### config.mk
export PLATFORM = sky130hd
export DESIGN_NAME = uart_cmd_receiver
export DESIGN_NICKNAME = d
export VERILOG_FILES = /design/src/rtl/uart_cmd_receiver.sv
export SDC_FILE = /design/constraint.sdc
export NUM_CORES = 1
export LEC_CHECK = 0
export CORE_MARGIN = 10
export CORE_UTILIZATION = 25
export CTS_CLUSTER_DIAMETER = 80
export DETAILED_ROUTE_END_ITERATION = 7
export PLACE_DENSITY_LB_ADDON = 0.05
export SYNTH_ARGS = -nofsm -noshare
export SYNTH_HDL_FRONTEND = slang
export SYNTH_SLANG_ARGS = --single-unit
export TNS_END_PERCENT = 50
### constraint.sdc
create_clock -name clk -period 2.3 [get_ports clk]
set_input_delay 0.23 -clock clk [delete_from_list [all_inputs] [get_ports clk]]
set_output_delay 0.23 -clock clk [all_outputs]
set_load 0.1 [all_outputs]
### src/rtl/uart_cmd_receiver.sv
// Parses 'C' CMD ARG CHK command frames from the UART receiver, answers ACK/NAK,
// and holds a decoded command until the controller acknowledges it. 'X' is an emergency stop.
module uart_cmd_receiver #(
  parameter int unsigned TIMEOUT_CYCLES = 50000000
) (
  input  logic       clk,
  input  logic       reset,
  input  logic [7:0] rx_data,
  input  logic       rx_valid,
  input  logic       tx_ready,
  output logic [7:0] tx_data,
  output logic       tx_valid,
  output logic       cmd_valid,
  output logic [2:0] cmd_code,
  output logic [3:0] cmd_arg,
  input  logic       cmd_ack,
  output logic       estop,
  output logic [7:0] err_count
);

  localparam int unsigned TO_W = (TIMEOUT_CYCLES > 1) ? $clog2(TIMEOUT_CYCLES) : 1;
  localparam logic [TO_W-1:0] TO_LAST = TO_W'(TIMEOUT_CYCLES - 1);

  localparam logic [7:0] SOF_BYTE   = 8'h43;
  localparam logic [7:0] ESTOP_BYTE = 8'h58;
  localparam logic [7:0] ACK_BYTE   = 8'h41;
  localparam logic [7:0] NAK_BYTE   = 8'h4E;

  typedef enum logic [2:0] {
    IDLE      = 3'd0,
    GET_CMD   = 3'd1,
    GET_ARG   = 3'd2,
    GET_CHK   = 3'd3,
    CHECK     = 3'd4,
    SEND_RESP = 3'd5,
    HOLD_CMD  = 3'd6
  } state_t;

  state_t          state, state_d;
  logic [TO_W-1:0] to_cnt, to_cnt_d;
  logic [7:0]      cmd_byte, cmd_byte_d;
  logic [7:0]      arg_byte, arg_byte_d;
  logic [7:0]      chk_byte, chk_byte_d;
  logic            frame_good, frame_good_d;
  logic [7:0]      tx_data_d;
  logic            tx_valid_d;
  logic            cmd_valid_d;
  logic [2:0]      cmd_code_d;
  logic [3:0]      cmd_arg_d;
  logic            estop_d;
  logic [7:0]      err_count_d;

  logic [2:0] code_c;
  logic       good_c;
  logic       is_estop_c;
  logic       timeout_c;
  logic [7:0] err_inc_c;

  // Frame decode from the latched bytes
  always_comb begin
    code_c = 3'd0;
    case (cmd_byte)
      8'h46:   code_c = 3'd1;
      8'h4C:   code_c = 3'd2;
      8'h52:   code_c = 3'd3;
      8'h54:   code_c = 3'd4;
      8'h53:   code_c = 3'd5;
      default: code_c = 3'd0;
    endcase
    good_c = (code_c != 3'd0) && (arg_byte[7:4] == 4'd0) && (chk_byte == ~(cmd_byte ^ arg_byte));
  end

  assign is_estop_c = rx_valid && (rx_data == ESTOP_BYTE);
  assign timeout_c  = !rx_valid && (to_cnt == TO_LAST);
  assign err_inc_c  = (err_count == 8'hFF) ? 8'hFF : err_count + 8'd1;

  // Next-state and registered-output logic
  always_comb begin
    state_d      = state;
    to_cnt_d     = to_cnt;
    cmd_byte_d   = cmd_byte;
    arg_byte_d   = arg_byte;
    chk_byte_d   = chk_byte;
    frame_good_d = frame_good;
    tx_data_d    = tx_data;
    tx_valid_d   = 1'b0;
    cmd_valid_d  = cmd_valid;
    cmd_code_d   = cmd_code;
    cmd_arg_d    = cmd_arg;
    estop_d      = 1'b0;
    err_count_d  = err_count;

    if (is_estop_c) begin
      // Emergency stop overrides everything, including a pending response
      estop_d     = 1'b1;
      cmd_valid_d = 1'b0;
      to_cnt_d    = '0;
      state_d     = IDLE;
    end else begin
      case (state)
        IDLE: begin
          if (rx_valid && (rx_data == SOF_BYTE)) begin
            to_cnt_d = '0;
            state_d  = GET_CMD;
          end
        end
        GET_CMD, GET_ARG, GET_CHK: begin
          if (rx_valid) begin
            to_cnt_d = '0;
            case (state)
              GET_CMD: begin
                cmd_byte_d = rx_data;
                state_d    = GET_ARG;
              end
              GET_ARG: begin
                arg_byte_d = rx_data;
                state_d    = GET_CHK;
              end
              default: begin
                chk_byte_d = rx_data;
                state_d    = CHECK;
              end
            endcase
          end else if (timeout_c) begin
            to_cnt_d    = '0;
            err_count_d = err_inc_c;
            state_d     = IDLE;
          end else begin
            to_cnt_d = to_cnt + TO_W'(1);
          end
        end
        CHECK: begin
          frame_good_d = good_c;
          tx_data_d    = good_c ? ACK_BYTE : NAK_BYTE;
          if (!good_c) err_count_d = err_inc_c;
          state_d = SEND_RESP;
        end
        SEND_RESP: begin
          if (tx_ready) begin
            tx_valid_d = 1'b1;
            if (frame_good) begin
              cmd_valid_d = 1'b1;
              cmd_code_d  = code_c;
              cmd_arg_d   = arg_byte[3:0];
              state_d     = HOLD_CMD;
            end else begin
              state_d = IDLE;
            end
          end
        end
        HOLD_CMD: begin
          if (cmd_ack) begin
            cmd_valid_d = 1'b0;
            state_d     = IDLE;
          end
        end
        default: state_d = IDLE;
      endcase
    end
  end

  always_ff @(posedge clk or negedge reset) begin
    if (!reset) begin
      state      <= IDLE;
      to_cnt     <= '0;
      cmd_byte   <= 8'h00;
      arg_byte   <= 8'h00;
      chk_byte   <= 8'h00;
      frame_good <= 1'b0;
      tx_data    <= 8'h00;
      tx_valid   <= 1'b0;
      cmd_valid  <= 1'b0;
      cmd_code   <= 3'd0;
      cmd_arg    <= 4'd0;
      estop      <= 1'b0;
      err_count  <= 8'h00;
    end else begin
      state      <= state_d;
      to_cnt     <= to_cnt_d;
      cmd_byte   <= cmd_byte_d;
      arg_byte   <= arg_byte_d;
      chk_byte   <= chk_byte_d;
      frame_good <= frame_good_d;
      tx_data    <= tx_data_d;
      tx_valid   <= tx_valid_d;
      cmd_valid  <= cmd_valid_d;
      cmd_code   <= cmd_code_d;
      cmd_arg    <= cmd_arg_d;
      estop      <= estop_d;
      err_count  <= err_count_d;
    end
  end

endmodule

==> impl_results.md, run 1 <==
- DIE WIDTH: 144.0 µm
- Slowest cell on the critical path: dfrtp_1
- Period Utilization, post-route: 0.9549
- Die Ht: 144.0 µm
- MaxCap Viol Count: 0
- Synth Cell Area: 3845 µm²
- Vias in the first global route: 3082
- Slew headroom: 0.4630
- Worst Skew: 0.003379 ns
- DRC errors left: 0
- Total wire length: 10280 µm
- Minimum clock period: 2.196 ns
- Initial DRC count: 194
- DRT Pass-1 Iters: 4
- Initial antenna violation count: 0
- Critical path class: reg -> reg
- Max FO, Critical Path: 10
- Total power: 6.904 mW
- Port Buffers: 35
- Final ANT Viol Nets: 0
- CP startpoint kind: flop
- Status: finished clean
- Tightest Pin Transition: 0.8025 ns
- Sequential area share after synthesis: 0.4816
- Global placement routability congestion: 0.7412
- H-Tree Depth: 3
- Setup Viol. Count Final: 0
- Total grt overflow: 0
- Setup crit end kind: flop
- Worst VDD drop: 0.6719 mV
- Worst-path clk slew: 0.06 ns
- Total Routing Usage GR: 0.1061
- CP Cell Sequence: xnor3_1 > nor4_2 > o2111ai_2 > o21ai_2 > buf_12 > nor3_2 > mux2_4
- Clk Latency, worst-skew pair: 0.34 ns
- TritonCTS Buffers: 9
- First-pass GRT wire length: 16990 µm
- Top-area cell type share of the netlist area: 0.4816
- Final total negative setup slack: 0 ns
- Hold Worst Slack: 0.3491 ns
- Core area: 15150 µm²
- Die area: 20740 µm²
- HP Class: in -> async
- Syn Area/Cell: 10.62 µm²
- CTS tree: yes
- Boundary Pins: 39
- Synth Instances: 362
- Layout cells sized above 1: 0.3153
- Clock Path Buffers: 2
- Routed WL per cell: 16.27 µm
- Power per cell area: 1358 nW/µm²
- CTS root buf: clkbuf_16
- Vias: 2993
- F_max: 455.3 MHz
- Area delta synth->final: 32.25%
- Ant. Diodes: 0
- Leakage: 2.208 nW
- Critical path arrival: 2.42 ns
- Initial Util: 0.2539
- Rows: 45
- DP HPWL: 7453 µm
- RSZ-0062 raised after global routing: true
- Via-to-Cell Ratio: 4.736
- Worst path max stage delay: 0.45 ns
- WP buf/inv: 1
- Synth area leader: dfrtp_1
- Post-synth EDFFs: 0
- Hold Fails Final Rpt: 0
- Final core occ: 0.3357
- Synth cell types: 56
- Final nets: 454
- Synth async-reset ratio: 1.000
- Fin. max-slew vios: 0
- #FFs+latches synth: 74
- Synth top area cells: dfrtp_1 (48%), mux2_2 (8.8%), nor2_1 (3.1%), xnor3_1 (2.9%), o21ai_0 (2.9%)
- Largest net degree at the start of global routing: 48
- Top delay family on crit path: flip-flops
- Req. time, crit path: 2.52 ns
- Syn. warnings: 0
- TritonCTS Sinks: 74
- Main synth FF type: dfrtp_1
per-layer routing:
layer / GRT usage / up-vias / share of wire
met5: 0 / - / 0
met4: 0.05320 / 0 / 0.021
met3: 0.02493 / 13 / 0.046
met2: 0.1578 / 46 / 0.45
met1: 0.1404 / 1477 / 0.49
li1: - / 1457 / -
layout make-up:
| cell class | instances | area [µm²] |
|---|---|---|
| clock inverter | 5 | 100.1 |
| sequential | 74 | 1853 |
| timing repair buffer | 84 | 709.4 |
| fill | 1545 | 10060 |
| multi-input combinational | 261 | 1901 |
| tap | 188 | 235.2 |
| clock buffer | 11 | 252.7 |
| inverter | 9 | 33.78 |
Yosys cell counts, types with 2 or more instances:
cell,count
dfrtp_1,74
nor2_1,32
mux2_2,30
nand2_1,26
o21ai_0,22
nand3_1,19
nand4_1,9
nor3_1,9
buf_2,8
inv_1,8
nor2b_1,8
xnor2_1,8
and3_1,7
buf_4,7
a21oi_1,6
nor4_1,6
o31ai_1,6
clkbuf_1,5
or4bb_1,5
xnor3_1,5
xor2_1,5
nor4bb_1,4
a22o_1,3
mux2i_1,3
nand2b_1,3
or3_1,3
a31o_2,2
a31oi_1,2
ha_1,2
mux2_1,2
mux2_4,2
nor3_2,2
nor3b_1,2
nor4b_1,2
o22a_1,2
o22ai_1,2
or2_2,2
stage by stage:
step	setup WS, ns	cells	area, µm²
after floorplan	0.1371	364	3852
after global placement	-0.1849	615	4664
after detailed placement	-0.1803	615	4664
after CTS	0.004836	632	5034
after global routing	-0.005428	632	5085
final	0.1038	632	5085
final timing paths:
kind	startpoint	endpoint	slack, ns	cells after the start
worst max-delay path	cmd_byte[0]$_DFFE_PN0P_	err_count[6]$_DFFE_PN0P_	0.10	7
worst min-delay path	reset	to_cnt[20]$_DFFE_PN0P_	0.35	2
worst max register to register	cmd_byte[0]$_DFFE_PN0P_	err_count[6]$_DFFE_PN0P_	0.10	7
worst min register to register	tx_data[6]$_DFFE_PN0P_	tx_data[6]$_DFFE_PN0P_	0.46	1
max in group asynchronous	reset	chk_byte[6]$_DFFE_PN0P_	1.35	3
min in group clk	tx_data[6]$_DFFE_PN0P_	tx_data[6]$_DFFE_PN0P_	0.46	1
cell families after synthesis:
family                     synth area share
AOI/OAI and AO/OA                   0.09112
xor gates and xnor gates            0.05890
adders and majority gates          0.006507
buffers and inverters               0.03775
DFF                                  0.4816
muxes                                0.1093
other                             0.0009753
and+or+nand+nor                      0.2138
worst register-to-register path, stage by stage (launching register included):
cell	delay, ns
dfrtp_1	0.45
xnor3_1	0.44
nor4_2	0.29
o2111ai_2	0.25
o21ai_2	0.15
buf_12	0.15
nor3_2	0.05
mux2_4	0.29
sequential cells by signal, indices dropped and copies added (netlist names):
register / count
arg_byte: 8
chk_byte: 8
cmd_arg: 4
cmd_byte: 8
cmd_code: 3
cmd_valid: 1
err_count: 8
estop: 1
state: 3
to_cnt: 26
tx_data: 3
tx_valid: 1
report_power, final:
part | internal, mW | leakage, nW | switching, mW
sequential | 1.67 | 0.946 | 0.327
clock | 1.12 | 0.176 | 0.568
combinational | 1.28 | 1.09 | 1.94
cell usage in the layout (no fill, tap or decap), types with 3 or more instances in the layout:
cell type | synthesis | final
a21oi_1 | 6 | 6
a22o_1 | 3 | 3
and3_1 | 7 | 7
buf_12 | 0 | 3
buf_4 | 7 | 66
buf_6 | 0 | 3
bufinv_16 | 0 | 3
clkbuf_16 | 0 | 9
clkdlybuf4s50_1 | 0 | 11
conb_1 | 1 | 3
dfrtp_1 | 74 | 73
inv_1 | 8 | 8
mux2_2 | 30 | 30
mux2i_1 | 3 | 3
nand2_1 | 26 | 26
nand2b_1 | 3 | 3
nand3_1 | 19 | 19
nand4_1 | 9 | 9
nor2_1 | 32 | 31
nor2b_1 | 8 | 8
nor3_1 | 9 | 9
nor4_1 | 6 | 5
nor4bb_1 | 4 | 4
o21ai_0 | 22 | 22
o31ai_1 | 6 | 6
or3_1 | 3 | 3
or4bb_1 | 5 | 5
xnor2_1 | 8 | 8
xnor3_1 | 5 | 5
xor2_1 | 5 | 5
what timing repair did:
item	in CTS	in global routing
gates cloned	0	0
hold endpoints to repair	27	0
setup endpoints to repair	1	25
resized for setup	1	10
setup buffers	0	0
hold buffers	1	0
Power figures use the tool's default switching activity.
==> run 2, diff against run 1 <==
--- a/config.mk
+++ b/config.mk
@@ -5,6 +5,8 @@
 export SDC_FILE = /design/constraint.sdc
 export NUM_CORES = 1
 export LEC_CHECK = 0
+export CELL_PAD_IN_SITES_DETAIL_PLACEMENT = 1
+export CELL_PAD_IN_SITES_GLOBAL_PLACEMENT = 2
 export CORE_MARGIN = 10
 export CORE_UTILIZATION = 25
 export CTS_CLUSTER_DIAMETER = 80
==> impl_results.md, run 2 (synthesis results as in run 1) <==
- Die Ht: 144.0 µm (unchanged)
- Area delta synth->final: 35.28%
- Ant. Diodes: 0 (unchanged)
- HP Class: in -> async
- Core area: 15150 µm² (unchanged)
- Slew headroom: 0.3952 (-0.06790)
- CP Cell Sequence: or4bb_1 > a31oi_1 > o2111ai_2 > o21ai_2 > buf_12 > nor2_2 > mux2_1
- Initial antenna violation count: 0 (unchanged)
- Period Utilization, post-route: 0.9511 (-0.003806)
- Minimum clock period: 2.187 ns (-0.008754 ns)
- WP buf/inv: 1 (unchanged)
- F_max: 457.2 MHz (+0.40%)
- Highest-count cells in the layout ignoring fill and taps: buf_4 (82), dfrtp_1 (71), mux2_2 (30), nor2_1 (29), nand2_1 (26)
- Layout cells sized above 1: 0.3523 (+0.03698)
- Area after DPL: 4755 µm² (+1.9%)
- Setup crit end kind: flop
- Initial DRC count: 104 (-46%)
- Commonest non-fill, non-tap cell in the layout: buf_4
- Critical path arrival: 2.41 ns (about the same)
- Total wire length: 11330 µm (+10%)
- Global placement routability congestion: 0.7360 (-0.70%)
- Worst VDD drop: 0.4595 mV (-32%)
- Final nets: 467 (+2.9%)
- Rows: 45 (unchanged)
- Clk Latency, worst-skew pair: 0.34 ns (about the same)
- Final std cells w/o fill: 645 (+2.1%)
- Post-route cell area: 5201 µm² (+2.3%)
- Vias: 3025 (+1.1%)
- Layout fillers: 1689 (+9.3%)
- Via-to-Cell Ratio: 4.690 (-0.97%)
- Fin. max-slew vios: 0 (unchanged)
- Worst-path clk slew: 0.06 ns (about the same)
- Routed WL per cell: 17.57 µm (+8.0%)
- Crit Reg-Reg Startpoint: cmd_byte[1]$_DFFE_PN0P_
- Hold Fails Final Rpt: 0 (unchanged)
- Port Buffers: 35 (unchanged)
- Critical path class: reg -> reg
- H-Tree Depth: 3 (unchanged)
- First-pass GRT wire length: 18470 µm (+8.7%)
- CTS root buf: clkbuf_16
- Worst path max stage delay: 0.52 ns (+0.07 ns)
- Top delay family on crit path: compound AO/OA/AOI/OAI gates
- DRC errors left: 0 (unchanged)
- Total Routing Usage GR: 0.1145 (+0.008406)
- MaxCap Viol Count: 0 (unchanged)
- Worst Skew: 0.007797 ns (+0.004417 ns)
- Cell count after placement: 627 (+2.0%)
- Power per cell area: 1328 nW/µm² (-2.2%)
- Worst r2r path cells: 7 (unchanged)
- CTS tree: yes
- CP Depth: 7 (unchanged)
- Initial Util: 0.2539 (unchanged)
- Leakage: 2.285 nW (+3.5%)
- Slowest cell on the critical path: or4bb_1
- Boundary Pins: 39 (unchanged)
- Vias in the first global route: 3338 (+8.3%)
- Total grt overflow: 0 (unchanged)
- DRT Pass-1 Iters: 4 (unchanged)
- Req. time, crit path: 2.53 ns (about the same)
- Total power: 6.906 mW (about the same)
- Tightest Pin Transition: 0.9039 ns (+0.1015 ns)
- Status: finished clean
- Max FO, Critical Path: 10 (unchanged)
- DP HPWL: 8220 µm (+10%)
- Final ANT Viol Nets: 0 (unchanged)
- DIE WIDTH: 144.0 µm (unchanged)
- RSZ-0062 raised after global routing: false
- TritonCTS Buffers: 9 (unchanged)
- Die area: 20740 µm² (unchanged)
- Place WS: -0.4132 ns (-0.2329 ns)
- TritonCTS Sinks: 74 (unchanged)
- Most flop-heavy register: to_cnt
- Setup Viol. Count Final: 0 (unchanged)
- Largest net degree at the start of global routing: 41 (-15%)
- Final core occ: 0.3434 (+0.007683)
- Crit path from: cmd_byte[1]$_DFFE_PN0P_
- Clock Path Buffers: 2 (unchanged)
- Final worst setup slack: 0.1125 ns (+0.008754 ns)
- CP startpoint kind: flop
- Max reg flops: 26 (unchanged)
## run 2: report_power, final
group          total [mW]  switching, mW  internal (mW)
Sequential           2.04          0.364           1.68
Clock                1.69          0.573           1.12
Combinational        3.18           1.94           1.24
## run 2: timing repair
item                                    in CTS  in global routing
endpoints found under the hold margin       34                  0
resized for setup                            4                 13
hold buffers                                 1                  0
endpoints found under the setup margin      22                  6
setup buffers                                0                  1
## run 2: final cells by class
type	instances	area, µm²	share of cell area
repair buffers	97	795.8	0.1530
well taps	188	235.2	0.04522
multi-input cells	261	1928	0.3707
clock buffers	11	252.7	0.04859
inverters	9	33.78	0.006495
clock inverters	5	100.1	0.01924
flip-flops and latches	74	1856	0.3567
## run 2: final timing paths
| check | end | slack, ns |
|---|---|---|
| setup / recovery | err_count[3]$_DFFE_PN0P_ | 0.11 |
| hold / removal | arg_byte[6]$_DFFE_PN0P_ | 0.40 |
| setup reg to reg | err_count[3]$_DFFE_PN0P_ | 0.11 |
| hold reg to reg | tx_data[6]$_DFFE_PN0P_ | 0.49 |
| max in group asynchronous | cmd_byte[4]$_DFFE_PN0P_ | 1.29 |
| min in group clk | tx_data[6]$_DFFE_PN0P_ | 0.49 |
## run 2: per-layer routing
metal  GRT usage  share of wire  up-vias
li1            -              -     1482
met4     0.03708          0.013        0
met1      0.1397           0.46     1505
met2      0.1917           0.49       28
met3     0.02985          0.035       10
met5           0              0        -
## run 2: worst reg2reg max path, stage by stage, from the launching register on
cell       delay [ns]
dfrtp_2          0.46
or4bb_1          0.52
a31oi_1          0.24
o2111ai_2        0.20
o21ai_2          0.15
buf_12           0.16
nor2_2           0.04
mux2_1           0.30
## run 2: through the flow
step	hold WS [ns]	setup TNS [ns]
floorplan	-0.06559	0
global placement	0.2349	-10.25
detailed placement	0.2389	-11.60
CTS	0.4123	0
global route	0.4478	0
finish	0.4005	0
==> run 3, diff against run 2 <==
--- a/config.mk
+++ b/config.mk
@@ -5,12 +5,14 @@
 export SDC_FILE = /design/constraint.sdc
 export NUM_CORES = 1
 export LEC_CHECK = 0
+export ABC_CLOCK_PERIOD_IN_PS = 2300
 export CELL_PAD_IN_SITES_DETAIL_PLACEMENT = 1
 export CELL_PAD_IN_SITES_GLOBAL_PLACEMENT = 2
 export CORE_MARGIN = 10
-export CORE_UTILIZATION = 25
+export CORE_UTILIZATION = 41
 export CTS_CLUSTER_DIAMETER = 80
 export DETAILED_ROUTE_END_ITERATION = 7
+export DONT_BUFFER_PORTS = 1
 export PLACE_DENSITY_LB_ADDON = 0.05
 export SYNTH_ARGS = -nofsm -noshare
 export SYNTH_HDL_FRONTEND = slang
==> impl_results.md, run 3 (synthesis results as in run 1) <==
- Layout cells sized above 1: 0.2730 (-0.07934)
- Max FO, Critical Path: 6 (-4)
- Die area: 13650 µm² (-34%)
- Req. time, crit path: 2.55 ns (+0.02 ns)
- Total grt overflow: 0 (unchanged)
- Critical path class: reg -> reg
- HP Class: in -> reg
- Via-to-Cell Ratio: 5.669 (+21%)
- DRC errors left: 0 (unchanged)
- Total Routing Usage GR: 0.1475 (+0.03300)
- Met3 Track Usage GR: 0.02701 (-0.002833)
- Die Ht: 116.8 µm (-19%)
- RSZ-0062 raised after global routing: false
- Core area: 9196 µm² (-39%)
- Routed WL per cell: 18.55 µm (+5.6%)
- Busiest grt layer: met2
- Setup crit end kind: flop
- Slew headroom: 0.3880 (-0.007114)
- Vias: 2914 (-3.7%)
- TritonCTS Buffers: 9 (unchanged)
- Initial Util: 0.4181 (+0.1642)
- Tightest Pin Transition: 0.9179 ns (+0.01401 ns)
- Final nets: 413 (-12%)
- Met2 Track Usage GR: 0.2527 (+0.06097)
- DIE WIDTH: 116.8 µm (-19%)
- Worst-path clk slew: 0.09 ns (+0.03 ns)
- Status: finished clean
- Ant. Diodes: 0 (unchanged)
- Minimum clock period: 2.183 ns (-0.004525 ns)
- First-pass GRT wire length: 15930 µm (-14%)
- CP endpoint: err_count[6]$_DFFE_PN0P_
- Setup Viol. Count Final: 0 (unchanged)
- Final ANT Viol Nets: 0 (unchanged)
- Leakage: 1.945 nW (-15%)
- CTS tree: yes
- Clock Path Buffers: 2 (unchanged)
- Worst VDD drop: 0.5719 mV (+24%)
- Initial antenna violation count: 0 (unchanged)
- Final core occ: 0.4942 (+0.1507)
- TritonCTS Sinks: 74 (unchanged)
- Crit path from: to_cnt[0]$_DFFE_PN0P_
- Max reg flops: 26 (unchanged)
- Area delta synth->final: 18.19%
- Hold Fails Final Rpt: 0 (unchanged)
- Rows: 35 (-22%)
- Most flop-heavy register: to_cnt
- R2R Setup Slk: 0.12 ns (about the same)
- Fin. max-slew vios: 0 (unchanged)
- H-Tree Depth: 3 (unchanged)
- Global placement routability congestion: 0.7711 (+4.8%)
- Highest-count cells in the layout ignoring fill and taps: dfrtp_1 (71), buf_4 (39), nor2_1 (32), mux2_2 (30), nand2_1 (26)
- F_max: 458.1 MHz (+0.21%)
- Initial DRC count: 136 (+31%)
- Critical path arrival: 2.43 ns (+0.02 ns)
- Period Utilization, post-route: 0.9491 (-0.001967)
- Worst r2r path cells: 7 (unchanged)
- Clk Latency, worst-skew pair: 0.35 ns (about the same)
- DP HPWL: 6828 µm (-17%)
- Worst Skew: 0.01096 ns (+0.003159 ns)
- Vias in the first global route: 3072 (-8.0%)
- Hold Worst Slack: 0.02119 ns (-0.3794 ns)
- Boundary Pins: 39 (unchanged)
- Met1 usage: 0.1798 (+0.04011)
- R2r endpoint: err_count[6]$_DFFE_PN0P_
- Total wire length: 9534 µm (-16%)
- CTS root buf: clkbuf_8
- Port Buffers: 0 (-100%)
- MaxCap Viol Count: 0 (unchanged)
- DRT Pass-1 Iters: 4 (unchanged)
- Commonest non-fill, non-tap cell in the layout: dfrtp_1
- CP startpoint kind: flop
- Largest net degree at the start of global routing: 75 (+83%)
- Power per cell area: 1352 nW/µm² (+1.8%)
- Crit Reg-Reg Startpoint: to_cnt[0]$_DFFE_PN0P_
run 3: cell types whose count changed in the layout (fill, tap and decap cells not counted), sizes merged:
cell	before	now
buf	85	41
clkbuf	11	10
clkdlybuf4s50	11	0
clkinv	3	1
clkinvlp	0	2
dlygate4sd3	1	2
inv	8	9
run 3: power by group:
part           internal, mW  switching (mW)  leakage (nW)
registers              1.67           0.543         0.944
clock network         0.725           0.512         0.113
logic                  1.04            1.65         0.888
run 3: worst max-delay path, stage by stage (launching register included):
cell     delay [ns]
dfrtp_1        0.41
ha_2           0.22
and3_4         0.22
nand4_4        0.17
nor4_4         0.37
o21ai_4        0.14
nor3_2         0.23
mux2_4         0.31
run 3: repair_timing:
item,4_1_cts,5_1_grt
setup endpoints to repair,2,20
buffers inserted,0,3
hold buffers,3,0
gates resized for setup,1,13
pin swaps,0,5
hold endpoints to repair,75,0
run 3: through the flow:
| step | power [mW] | worst slack [ns] | area (µm²) | setup TNS (ns) | std cells |
|---|---|---|---|---|---|
| detailed placement | 4.884 | -0.03139 | 4172 | -0.03840 | 492 |
| global placement | 4.824 | 0.03866 | 4172 | 0 | 492 |
| floorplan | 4.262 | 0.1371 | 3852 | 0 | 364 |
| global route | 6.521 | 0.02007 | 4544 | 0 | 514 |
| finish | 6.143 | 0.1171 | 4544 | 0 | 514 |
| CTS | 6.181 | 0.03940 | 4467 | 0 | 511 |
run 3: how the worst min path moves through the flow:
stage / startpoint / endpoint / cells after the start
5_1_grt: rx_data[6] / cmd_byte[6]$_DFFE_PN0P_ / 1
2_1_floorplan: reset / arg_byte[0]$_DFFE_PN0P_ / 0
6_report: rx_data[6] / cmd_byte[6]$_DFFE_PN0P_ / 1
3_3_place_gp: reset / cmd_arg[0]$_DFFE_PN0P_ / 0
4_1_cts: rx_data[6] / cmd_byte[6]$_DFFE_PN0P_ / 1
3_5_place_dp: reset / cmd_arg[0]$_DFFE_PN0P_ / 0
run 3: layout make-up:
cell class                      instances  area [µm²]
Timing Repair Buffer                   43       360.3
Clock buffer                           10       127.6
Fill cell                            1013        4652
Tap cell                              111       138.9
Inverter                                9       33.78
Multi-Input combinational cell        261        1914
Clock inverter                          6       113.9
Sequential cell                        74        1856
run 3: per-layer routing:
layer	part of all wire	routed length, µm
met5	0	0
met4	0.016	153
met3	0.033	319
met2	0.51	4884
met1	0.44	4177
